File: config.mk
export PLATFORM = sky130hd
export DESIGN_NAME = pipe_skid_stage
export DESIGN_NICKNAME = d
export VERILOG_FILES = /design/src/rtl/pipe_skid_stage_pkg.sv /design/src/rtl/pipe_skid_stage_sat_counter.sv /design/src/rtl/pipe_skid_stage.sv
export SDC_FILE = /design/constraint.sdc
export NUM_CORES = 1
export LEC_CHECK = 0
export ABC_AREA = 1
export CAP_MARGIN = 0
export CELL_PAD_IN_SITES_DETAIL_PLACEMENT = 1
export CELL_PAD_IN_SITES_GLOBAL_PLACEMENT = 1
export CORE_ASPECT_RATIO = 0.9
export CORE_MARGIN = 2
export CORE_UTILIZATION = 32
export CTS_BUF_LIST = sky130_fd_sc_hd__clkbuf_4
export DETAILED_ROUTE_END_ITERATION = 7
export HOLD_SLACK_MARGIN = 0.15
export PLACE_DENSITY = 0.76
export SYNTH_ARGS = -nofsm -noshare
export SYNTH_HDL_FRONTEND = slang
export SYNTH_SLANG_ARGS = --single-unit
export TNS_END_PERCENT = 30
File: constraint.sdc
create_clock -name clk -period 1.9 [get_ports clk]
set_input_delay 0.38 -clock clk [delete_from_list [all_inputs] [get_ports clk]]
set_output_delay 0.38 -clock clk [all_outputs]
set_load 0.02 [all_outputs]
File: src/rtl/pipe_skid_stage_pkg.sv
// -----------------------------------------------------------------------------
// pipe_skid_stage_pkg
// Shared definitions for the pipeline-boundary skid stage:
//   - skid_state_t : state encoding {main_valid, skid_valid}
//   - STALL_MASK_* : which stall-vector bits freeze each pipeline boundary
//                    (bit 3 = data_stall, bit 2 = exe_stall,
//                     bit 1 = id_stall,   bit 0 = if_stall)
//   - *_DATA_W     : payload bundle width for each boundary
//   - state_level  : occupancy (0..2) of a given state
// -----------------------------------------------------------------------------
package pipe_skid_stage_pkg;

  typedef enum logic [1:0] {
    ST_EMPTY = 2'b00,
    ST_HALF  = 2'b10,
    ST_FULL  = 2'b11
  } skid_state_t;

  localparam logic [3:0] STALL_MASK_IF_ID  = 4'b1111;
  localparam logic [3:0] STALL_MASK_ID_EX  = 4'b1110;
  localparam logic [3:0] STALL_MASK_EX_MEM = 4'b1100;
  localparam logic [3:0] STALL_MASK_MEM_WB = 4'b1100;

  localparam int IF_ID_DATA_W  = 64;
  localparam int ID_EX_DATA_W  = 192;
  localparam int EX_MEM_DATA_W = 160;
  localparam int MEM_WB_DATA_W = 174;

  // The state encoding is {main_valid, skid_valid}, so occupancy is the
  // sum of its two bits.
  function automatic logic [1:0] state_level(input skid_state_t s);
    return {1'b0, s[1]} + {1'b0, s[0]};
  endfunction

endpackage

File: src/rtl/pipe_skid_stage_sat_counter.sv
// -----------------------------------------------------------------------------
// pipe_sat_counter
// Saturating up-counter. Counts cycles where i_inc is high, sticks at
// all-ones instead of wrapping. Only reset clears it.
// Ports:
//   clk      in   clock, rising edge
//   rst_n    in   asynchronous active-low reset
//   i_inc    in   increment enable
//   o_count  out  current count (CNT_W bits)
// -----------------------------------------------------------------------------
module pipe_sat_counter #(
  parameter int CNT_W = 32
) (
  input  logic             clk,
  input  logic             rst_n,
  input  logic             i_inc,
  output logic [CNT_W-1:0] o_count
);

  localparam logic [CNT_W-1:0] ONE = CNT_W'(1);

  logic [CNT_W-1:0] r_count;
  logic             w_saturated;

  assign w_saturated = &r_count;

  always_ff @(posedge clk or negedge rst_n) begin
    if (!rst_n) begin
      r_count <= '0;
    end else if (i_inc && !w_saturated) begin
      r_count <= r_count + ONE;
    end
  end

  assign o_count = r_count;

endmodule

File: src/rtl/pipe_skid_stage.sv
// -----------------------------------------------------------------------------
// pipe_skid_stage
// Pipeline-boundary register with valid/ready handshake and a 2-entry skid
// buffer (main + skid). in_ready is registered and depends only on whether
// the skid entry is occupied, so no combinational path runs from downstream
// ready/stall back upstream. Supports exception flush and a saturating
// hold-cycle counter.
// Ports:
//   clk            in   clock, rising edge
//   rst_n          in   asynchronous active-low reset
//   i_flush        in   synchronous exception flush (active-high)
//   i_stall        in   global stall vector (STALL_W)
//   i_in_valid     in   upstream payload valid
//   o_in_ready     out  stage can accept (registered)
//   i_in_data      in   upstream payload (DATA_W)
//   o_out_valid    out  main register holds a valid payload (registered)
//   i_out_ready    in   downstream can accept
//   o_out_data     out  main register payload (DATA_W, registered)
//   o_level        out  occupancy 0..2 (registered)
//   o_hold_cycles  out  saturating count of held cycles (CNT_W)
// -----------------------------------------------------------------------------
module pipe_skid_stage
  import pipe_skid_stage_pkg::*;
#(
  parameter int                 DATA_W            = MEM_WB_DATA_W,
  parameter int                 STALL_W           = 4,
  parameter logic [STALL_W-1:0] STALL_MASK        = STALL_MASK_MEM_WB,
  parameter bit                 FLUSH_CLEARS_DATA = 1'b1,
  parameter int                 CNT_W             = 32
) (
  input  logic               clk,
  input  logic               rst_n,
  input  logic               i_flush,
  input  logic [STALL_W-1:0] i_stall,
  input  logic               i_in_valid,
  output logic               o_in_ready,
  input  logic [DATA_W-1:0]  i_in_data,
  output logic               o_out_valid,
  input  logic               i_out_ready,
  output logic [DATA_W-1:0]  o_out_data,
  output logic [1:0]         o_level,
  output logic [CNT_W-1:0]   o_hold_cycles
);

  skid_state_t       r_state;
  skid_state_t       w_next_state;
  logic              r_in_ready;
  logic [1:0]        r_level;
  logic [DATA_W-1:0] r_main_data;
  logic [DATA_W-1:0] r_skid_data;

  logic w_main_valid;
  logic w_stall_hit;
  logic w_hold;
  logic w_in_fire;
  logic w_out_fire;
  logic w_load_main_in;
  logic w_load_main_skid;
  logic w_load_skid;

  assign w_main_valid = r_state[1];

  // Only the stall bits selected for this boundary can freeze it.
  assign w_stall_hit = |(i_stall & STALL_MASK);
  assign w_hold      = w_stall_hit | ~i_out_ready;
  assign w_in_fire   = i_in_valid & r_in_ready;
  assign w_out_fire  = w_main_valid & ~w_hold;

  // Next-state and data-steering decode. Flush overrides any handshake,
  // so an in_fire in the flush cycle is simply dropped. In FULL, in_ready
  // is already low, so no upstream transfer can coincide.
  always_comb begin
    w_next_state     = r_state;
    w_load_main_in   = 1'b0;
    w_load_main_skid = 1'b0;
    w_load_skid      = 1'b0;
    if (i_flush) begin
      w_next_state = ST_EMPTY;
    end else begin
      case (r_state)
        ST_EMPTY: begin
          if (w_in_fire) begin
            w_load_main_in = 1'b1;
            w_next_state   = ST_HALF;
          end
        end
        ST_HALF: begin
          if (w_out_fire && w_in_fire) begin
            w_load_main_in = 1'b1;
          end else if (w_out_fire) begin
            w_next_state = ST_EMPTY;
          end else if (w_in_fire) begin
            w_load_skid  = 1'b1;
            w_next_state = ST_FULL;
          end
        end
        ST_FULL: begin
          if (w_out_fire) begin
            w_load_main_skid = 1'b1;
            w_next_state     = ST_HALF;
          end
        end
        default: begin
          w_next_state = ST_EMPTY;
        end
      endcase
    end
  end

  // in_ready and level are registered copies derived from the next state,
  // so they always agree with r_state.
  always_ff @(posedge clk or negedge rst_n) begin
    if (!rst_n) begin
      r_state    <= ST_EMPTY;
      r_in_ready <= 1'b1;
      r_level    <= 2'd0;
    end else begin
      r_state    <= w_next_state;
      r_in_ready <= ~w_next_state[0];
      r_level    <= state_level(w_next_state);
    end
  end

  // Payload registers. When main drains to EMPTY its data is left in place
  // (invalid); only a flush with FLUSH_CLEARS_DATA zeroes it.
  always_ff @(posedge clk or negedge rst_n) begin
    if (!rst_n) begin
      r_main_data <= '0;
      r_skid_data <= '0;
    end else if (i_flush) begin
      if (FLUSH_CLEARS_DATA) begin
        r_main_data <= '0;
        r_skid_data <= '0;
      end
    end else begin
      if (w_load_main_in) begin
        r_main_data <= i_in_data;
      end else if (w_load_main_skid) begin
        r_main_data <= r_skid_data;
      end
      if (w_load_skid) begin
        r_skid_data <= i_in_data;
      end
    end
  end

  // A held cycle is one where a valid payload could not leave; flush
  // cycles are excluded.
  pipe_sat_counter #(
    .CNT_W (CNT_W)
  ) u_hold_counter (
    .clk     (clk),
    .rst_n   (rst_n),
    .i_inc   (w_main_valid & w_hold & ~i_flush),
    .o_count (o_hold_cycles)
  );

  assign o_in_ready  = r_in_ready;
  assign o_out_valid = w_main_valid;
  assign o_out_data  = r_main_data;
  assign o_level     = r_level;

endmodule
After elaboration in Yosys (flattened, before gate mapping)
Index checks and enable logic that the tools add are counted.

storage, ports and cells
  bits of input ports = 183
  word-level logic and storage cells = 50
  RAM bits = 0
  output and inout bits = 210
  bits in read-only memories = 0
  latch bits = 0
  memories kept = 0
  flip-flop bits (word level) = 385

operators by class
  shifts and indexed selects = 0
  reductions and logical operators = 8
  divide/modulo/power cells = 0
  multiplexer cells = 23
  multipliers = 0
  equal/unequal tests = 2
  bitwise logic cells = 9
  order comparisons = 0
  add/subtract/negate cells = 2

operator list
  operator                 number
  $mux W174                5
  $add A32 B1 Y32 const B  1
  $reduce_and A32 Y1       1
  $mux W2                  6
  $mux W1                  10
  $pmux W2 S3              1
  $and A1 B1 Y1            4
  $eq A2 B2 Y1 const B     2
  $not A1 Y1               4
  $reduce_bool A3 Y1       1
  $add A1 B1 Y2            1
  $logic_and A1 B1 Y1      2
  $logic_not A2 Y1         1
  $pmux W1 S2              1
  $reduce_bool A2 Y1       1
  $reduce_or A2 Y1         1
  $logic_not A1 Y1         1
  $or A1 B1 Y1             1

Logic depth before layout (Yosys ltp)
Gate-level depths: netlist of run 1.

  depth after elaboration = 10
  mapped depth = 11
  mapped depth without buffers = 10

Hierarchy
From an unflattened synthesis of run 1, not the netlist that was laid out.

second synthesis, totals
  cells, all modules = 2,754
  area, all modules = 20,355.8 um2

modules (own cells, without submodules)
  module            sequential area each (um2)  area an instance (um2)  cells an instance  instances
  pipe_skid_stage   8,834.7                     18,212.5                2,413              1
  pipe_sat_counter  800.8                       2,143.3                 341                1

Worst setup path before layout of run 1
Ideal clock, no wire load.

  path type = register to register
  start point = reg u_hold_counter.r_count[1], in the netlist u_hold_counter.o_count[1]
  end point = reg u_hold_counter.r_count[30], in the netlist u_hold_counter.o_count[30]
  path buffers = 1
  slack = 0.114 ns
  stages on the path, launching flop included = 12
  period minus slack after synthesis = 1.786 ns
  library setup time = 0.117 ns
  data required time = 1.783 ns
  arrival time = 1.670 ns
  cells stage by stage = dfrtp_1 ha_1 inv_2 nor2_2 nand2_2 nor2_4 nand2_2 nand2_4 inv_2 buf_6 nand2_1 nand2_1

between the ends
  cells in the longest elaborated chain, start to end = 3
  elaborated cells between the ends (all ways) = 4
  classes of those cells = 1 x add/sub; 3 x reduce/logical

RTL lines
  item                                                     RTL line                           source
  start, declared                                          pipe_skid_stage_sat_counter.sv:22  logic [CNT_W-1:0] r_count;
  start signal, assigned                                   pipe_skid_stage_sat_counter.sv:31  r_count <= r_count + ONE;
  branches (longest 3 deep; another with $add A32 B1 Y32)  n/a

Parallel ways; which one is timed is not known.
A chain may end at the register's enable or synchronous reset.

Final worst setup path of run 1
  start point = reg r_in_ready, in the netlist o_in_ready
  end point = out o_in_ready

RTL lines
  item                    RTL line                source
  start, declared         pipe_skid_stage.sv:47   logic r_in_ready;
  start signal, assigned  pipe_skid_stage.sv:119  r_in_ready <= ~w_next_state[0];
  end, declared           pipe_skid_stage.sv:36   output logic o_in_ready,

No word-level cell between the ends.

==> out/summary.txt, run 1 <==
Outcome = complete, but fails checks
Failing checks = negative setup slack
Async set-or-reset flop fraction in the synthesized netlist = 100%
Die ar. = 60600 sq um
Via Count = 19400
Lkg Pwr = 0.0147 uW
Initial antenna violation count = 4
Power Dens Cells = 834 nW/um^2
Top Ports = 393
ANT nets after route = 0
Core Box Area = 58200 sq um
Hold WC Path Type = input pin to register
Total CTS buffers = 107
# rows = 84
Largest net degree at the start of global routing = 70
DRT Pass-1 Iters = 5
Slew HR = 63.2%
Fillcell total = 7218
DRC = 0
Total GRT Usage = 22.9%
Slowest cell on the critical path = dfstp_2
Critical Path Fanout Max = 2
Final Max Slew Viols = 0
Gate Count Post-Synth = 2555
Largest stage delay, worst path = 0.55 ns
DRT iter0 DRCs = 1117
Initial Util = 32.2%
Worst Setup End Kind = output port
Share of cells above drive strength 1 = 18.4%
First-pass GRT wire length = 111000 um
Critical path arrival = 1.59 ns
Worst Setup Start Kind = register
Critical Path Most Common Cell = buf_6
CTS tree = built
Final hold violation count = 0
Root Buffer = clkbuf_4
Hold path start = i_in_data[137]
Worst EP required = 1.52 ns
Reg clk slew, reported paths = 0.06 ns
Post-synthesis sequential area ratio = 51.4%
Final setup vio count = 17
Wire per inst = 18.1 um
Layout Cells excl Fill = 4113
Layout area overhead = 47.4%
Post-synth EDFFs = 0
Setup ws final = -0.0742 ns
Vias in the first global route = 20800
Footprint of the multi-input gates = 6660 sq um
Setup Crit Path Kind = register to output port
Syn avg cell area = 7.34 sq um
Die Ht = 234 um
Final period utilization = 104%
Area leader, netlist = dfrtp_1
Post-synthesis cell area = 18800 sq um
CP startpoint = o_in_ready
Width of the die = 259 um
Placed instance count = 3702
Nets = 3442
Worst-skew pair later-pin latency = 0.88 ns
Fin util = 47.5%
GPL Wtd Cong = 0.821
Clock buffer depth = 3
IO Port Bufs = 390
Yosys top cell area share = 51.2%
RSZ-0062 raised after global routing = yes
Yosys Warn Count = 0
CP Cell Sequence = buf_6, buf_6
Total Wirelength = 74400 um
Fmax = 0.507 GHz
Vias per cell = 4.73
Max Cap Viol = 0
Worst r2r src = o_in_ready
Fin crit period = 1.97 ns
Synth area leaders = dfrtp_1 (51%), nand2_1 (19%), inv_1 (9.5%)
Grt total ovfl = 0
Final Skew = 0.0514 ns
Worst Tran Pin Value = 0.553 ns
DP Wirelength = 45300 um
H-tree Lvls = 3
Clock sinks = 385
Overall power = 23100 uW
Ys flop type = dfrtp_1
Register area = 9670 sq um
Seq cells post-synth = 385
Syn_nets = 2740
Netlist cell types = 25
Worst VDD drop = 0.647 mV
Synth top cells by count = nand2_1 (964), inv_1 (474), dfrtp_1 (384)
Most common cell in the netlist = nand2_1
[through the flow]
stage                     cell area [sq um]  hold WS, ns  setup slack (ns)  TNS [ns]
final                                 27700        0.214           -0.0742    -0.271
after global routing                  27700        0.136            -0.204    -14.92
after CTS                             26800        0.152            -0.170    -0.970
after detailed placement              24400        0.380            -0.393    -95.79
after global placement                24400        0.383            -0.309    -78.55
after floorplan                       18800       0.0844             0.114         0
[registers in the layout, indices dropped and copies added, names as in the netlist]
name / flops
o_level: 2
r_state: 2
o_out_data: 174
o_in_ready: 1
u_hold_counter.o_count: 32
r_skid_data: 174
[path summary, 6_finish.rpt]
path / slack, ns / to / depth (start not counted)
setup reg to reg: -0.06 / o_out_data[45] / 11
hold reg to reg: 0.48 / o_out_data[109] / 2
min in group asynchronous: 0.29 / o_out_data[91] / 3
setup / recovery: -0.07 / o_in_ready / 2
max in group asynchronous: 1.20 / o_in_ready / 3
hold / removal: 0.21 / r_skid_data[137] / 3
[where the power goes]
part	leakage [uW]	switching [uW]	internal, uW
combinational	0.00890	3260	2330
clock	0.000804	3760	4070
sequential	0.00495	588	9070
total	0.0147	7610	15500
[cell type report]
class                      count  share of cell area, %
clock buffer                 159                   4.32
inverter                     478                   6.52
antenna                        5                 0.0452
multi-input combinational   1554                   24.1
sequential                   385                   34.9
tap                          774                   3.50
clock inverter                27                  0.611
timing repair buffer         731                   26.0
[cell families after synthesis]
family / synth area share [%]
buffers and inverters: 13.4
AO/OA/AOI/OAI: 8.53
XOR/XNOR: 0.560
flip-flops: 51.4
adder cells (fa/ha/maj): 0.133
AND/OR/NAND/NOR: 26.0
[critical path: cells and delay by family, from the launching register on]
family   cells  cell delay [ns]
buf+inv      2             0.21
flops        1             0.55
[per-layer routing]
layer	vias to the layer above	wire length [um]	global-route usage [%]
met2	533	37400	39.7
met4	0	2500	9.16
met5	-	0	0
li1	9139	-	-
met3	172	3620	4.71
met1	9603	30900	27.9
[timing repair]
action                     CTS  global route
pin swaps                    0             4
hold buffers               149             2
gates cloned                 0            15
hold endpoints to repair   616             2
gates resized for setup    956           116
setup buffers               38            21
setup endpoints to repair  210           289
[layout by cell type (no fill, tap or decap), types with 4 or more instances in the layout]
cell type,synthesis,final
dfrtp_2,0,24
inv_1,474,474
diode_2,0,5
xor2_1,7,7
dlygate4sd3_1,0,150
clkbuf_4,0,159
xnor2_1,5,5
buf_2,64,145
o21ai_1,0,25
clkdlybuf4s50_1,0,179
buf_4,7,111
clkinv_1,0,20
nor2_1,52,50
buf_16,0,5
clkbuf_16,0,14
dfrtp_1,384,360
nand2_1,964,963
buf_8,0,6
buf_6,14,76
buf_12,0,45
nor2_2,4,4
nand3_1,191,191
o21ai_0,315,289
Note: power is estimated with default switching activity, not from simulation.
==> inputs of run 2 (changes only) <==
--- a/config.mk
+++ b/config.mk
@@ -6,6 +6,7 @@
 export NUM_CORES = 1
 export LEC_CHECK = 0
 export ABC_AREA = 1
+export ABC_CLOCK_PERIOD_IN_PS = 1900
 export CAP_MARGIN = 0
 export CELL_PAD_IN_SITES_DETAIL_PLACEMENT = 1
 export CELL_PAD_IN_SITES_GLOBAL_PLACEMENT = 1
==> results of run 2 <==
Final layout, timing and power as in run 1 (identical DEF).
==> inputs of run 3 (changes only) <==
--- a/config.mk
+++ b/config.mk
@@ -15,8 +15,10 @@
 export CORE_UTILIZATION = 32
 export CTS_BUF_LIST = sky130_fd_sc_hd__clkbuf_4
 export DETAILED_ROUTE_END_ITERATION = 7
+export GPL_TIMING_DRIVEN = 1
 export HOLD_SLACK_MARGIN = 0.15
 export PLACE_DENSITY = 0.76
+export SKIP_LAST_GASP = 1
 export SYNTH_ARGS = -nofsm -noshare
 export SYNTH_HDL_FRONTEND = slang
 export SYNTH_SLANG_ARGS = --single-unit
==> run 3 against run 2 <==
  * The flow still finishes with violations (negative setup slack)
  * First-iteration DRC count fell by 19%
  * Clock power hardly changed
  * Power fell by 0.61%
  * Register-to-register slack gained 0.05 ns
  * Non-clock buffer count fell by 10
  * Combinational power fell by 3%
  * Clock skew rose by 0.0067 ns
  * Via count is 1.2% lower
  * Largest power group unchanged
==> out/summary.txt, run 3 (synthesis gave the netlist of run 1 again) <==
CTS tree = built (unchanged)
First-pass GRT wire length = 113000 um (was 111000 um)
# rows = 84 (unchanged)
RSZ-0062 raised after global routing = yes (unchanged)
Initial Util = 32.2% (unchanged)
IO Port Bufs = 390 (unchanged)
Met1 usage = 28.2% (was 27.9%)
Nets = 3432 (was 3442)
Via Count = 19200 (was 19400)
CP Cell Sequence = clkdlybuf4s15_1 (was buf_6, buf_6)
Vias per cell = 4.68 (was 4.73)
Leading cell type in the layout, fill and taps excluded = nand2_1 (unchanged)
Fin crit period = 1.97 ns (about the same)
Max Cap Viol = 0 (unchanged)
Design Area, Final = 27300 sq um (was 27700 sq um)
Hold path start = i_in_data[76] (was i_in_data[137])
GPL Wtd Cong = 0.821 (unchanged)
Met2 usage = 41.6% (was 39.7%)
ANT nets after route = 0 (unchanged)
Largest net degree at the start of global routing = 70 (unchanged)
Total CTS buffers = 107 (unchanged)
Layout area overhead = 45.6% (was 47.4%)
Worst path top cell family by delay = flip-flops (unchanged)
Width of the die = 259 um (unchanged)
R2R Path End = r_skid_data[85] (was o_out_data[45])
DRT Pass-1 Iters = 5 (unchanged)
DRT iter0 DRCs = 906 (was 1117)
Initial antenna violation count = 3 (was 4)
CP endpoint = o_out_data[102] (was o_in_ready)
Hold Path Depth = 3 (unchanged)
Clock buffer depth = 3 (unchanged)
Die Ht = 234 um (unchanged)
Worst VDD drop = 0.644 mV (was 0.647 mV)
Worst-skew pair later-pin latency = 0.87 ns (was 0.88 ns)
Largest stage delay, worst path = 0.40 ns (was 0.55 ns)
Critical path arrival = 1.59 ns (about the same)
Share of cells above drive strength 1 = 17.1% (was 18.4%)
Final hold violation count = 0 (unchanged)
Reg2Reg Depth = 8 (was 11)
Setup Crit Path Kind = register to output port (unchanged)
Top Ports = 393 (unchanged)
Clock sinks = 385 (unchanged)
Critical path depth = 1 (was 2)
Wire per inst = 17.5 um (was 18.1 um)
Slowest cell on the critical path = dfrtp_1 (was dfstp_2)
Total GRT Usage = 23.4% (was 22.9%)
Total Wirelength = 71700 um (was 74400 um)
H-tree Lvls = 3 (unchanged)
Worst slack, placed = -0.393 ns (unchanged)
Worst hold slack = 0.248 ns (was 0.214 ns)
Power Dens Cells = 840 nW/um^2 (was 834 nW/um^2)
DRC = 0 (unchanged)
Worst Tran Pin Value = 0.541 ns (was 0.553 ns)
DP Wirelength = 45300 um (unchanged)
Hold WC Path Type = input pin to register (unchanged)
Reg clk slew, reported paths = 0.07 ns (was 0.06 ns)
Most frequent cells in the layout = nand2_1 (964), inv_1 (474), dfrtp_1 (363) (was nand2_1 (963), inv_1 (474), dfrtp_1 (360))
Root Buffer = clkbuf_4 (unchanged)
Setup ws final = -0.0656 ns (was -0.0742 ns)
Vias in the first global route = 21000 (was 20800)
Final setup vio count = 28 (was 17)
Post-DP Area = 24400 sq um (unchanged)
Slew HR = 63.9% (was 63.2%)
Critical Path Fanout Max = 2 (unchanged)
Worst r2r src = o_in_ready (unchanged)
Worst Setup Start Kind = register (unchanged)
Outcome = complete, but fails checks (unchanged)
Die ar. = 60600 sq um (unchanged)
Lkg Pwr = 0.0145 uW (was 0.0147 uW)
CP startpoint = o_out_data[102] (was o_in_ready)
Grt met3 use = 4.34% (was 4.71%)
Worst Setup End Kind = output port (unchanged)
Final period utilization = 103% (was 104%)
Setup TNS = -0.521 ns (was -0.271 ns)
Grt total ovfl = 0 (unchanged)
Number of buffers and inverters on the critical path = 1 (was 2)
Core Box Area = 58200 sq um (unchanged)
Worst EP required = 1.52 ns (about the same)
Flop2flop setup slack = -0.01 ns (was -0.06 ns)
GRT busiest layer = met2 (unchanged)
Fmax = 0.509 GHz (was 0.507 GHz)
Failing checks = negative setup slack (unchanged)
Final Max Slew Viols = 0 (unchanged)
Final Skew = 0.0581 ns (was 0.0514 ns)
-- run 3: cell types whose count changed in the layout (fill, tap and decap cells not counted), sizes merged --
cell,previous run,this run
clkbuf,173,220
clkdlybuf4s15,0,1
diode,5,3
buf,388,301
dlygate4sd2,0,31
dlygate4sd3,150,148
-- run 3: metal layers --
| layer | part of all wire, % | vias to the layer above |
|---|---|---|
| met5 | 0 | - |
| met4 | 3.2 | 0 |
| met3 | 3.9 | 154 |
| met2 | 51 | 472 |
| met1 | 42 | 9481 |
| li1 | - | 9098 |
-- run 3: worst min-delay path by stage --
stage	endpoint	slack (ns)
after floorplan	o_level[0]	0.08
after global placement	r_skid_data[81]	0.38
after detailed placement	r_skid_data[81]	0.38
after CTS	r_skid_data[76]	0.15
after global routing	r_skid_data[4]	0.15
final	r_skid_data[76]	0.25
-- run 3: where the power goes --
group / internal (uW) / leakage, uW / switching [uW]
registers: 9070 / 0.00496 / 596
clock network: 4070 / 0.000804 / 3780
logic: 2260 / 0.00874 / 3170
-- run 3: area by class of cell --
type,count,area (sq um)
tap,774,968
timing repair buffer,721,6860
clock inverter,27,169
fill,7232,30900
antenna,3,7.51
inverter,478,1800
multi-input combinational,1554,6650
sequential,385,9660
clock buffer,159,1190
-- run 3: through the flow --
| stage | total power [uW] | utilization (%) | cells |
|---|---|---|---|
| after floorplan | 12100 | - | 2555 |
| after CTS | 22900 | 46.9 | 4072 |
| after global routing | 24200 | 46.9 | 4101 |
| final | 22900 | 46.9 | 4101 |
| after global placement | 14800 | 41.8 | 3702 |
| after detailed placement | 15000 | 41.8 | 3702 |
-- run 3: repair_timing --
action | in CTS | in global routing
resized for setup | 519 | 363
hold buffers | 149 | 0
pin swaps | 0 | 1
setup buffers | 38 | 26
setup endpoints to repair | 210 | 406
endpoints found under the hold margin | 616 | 0
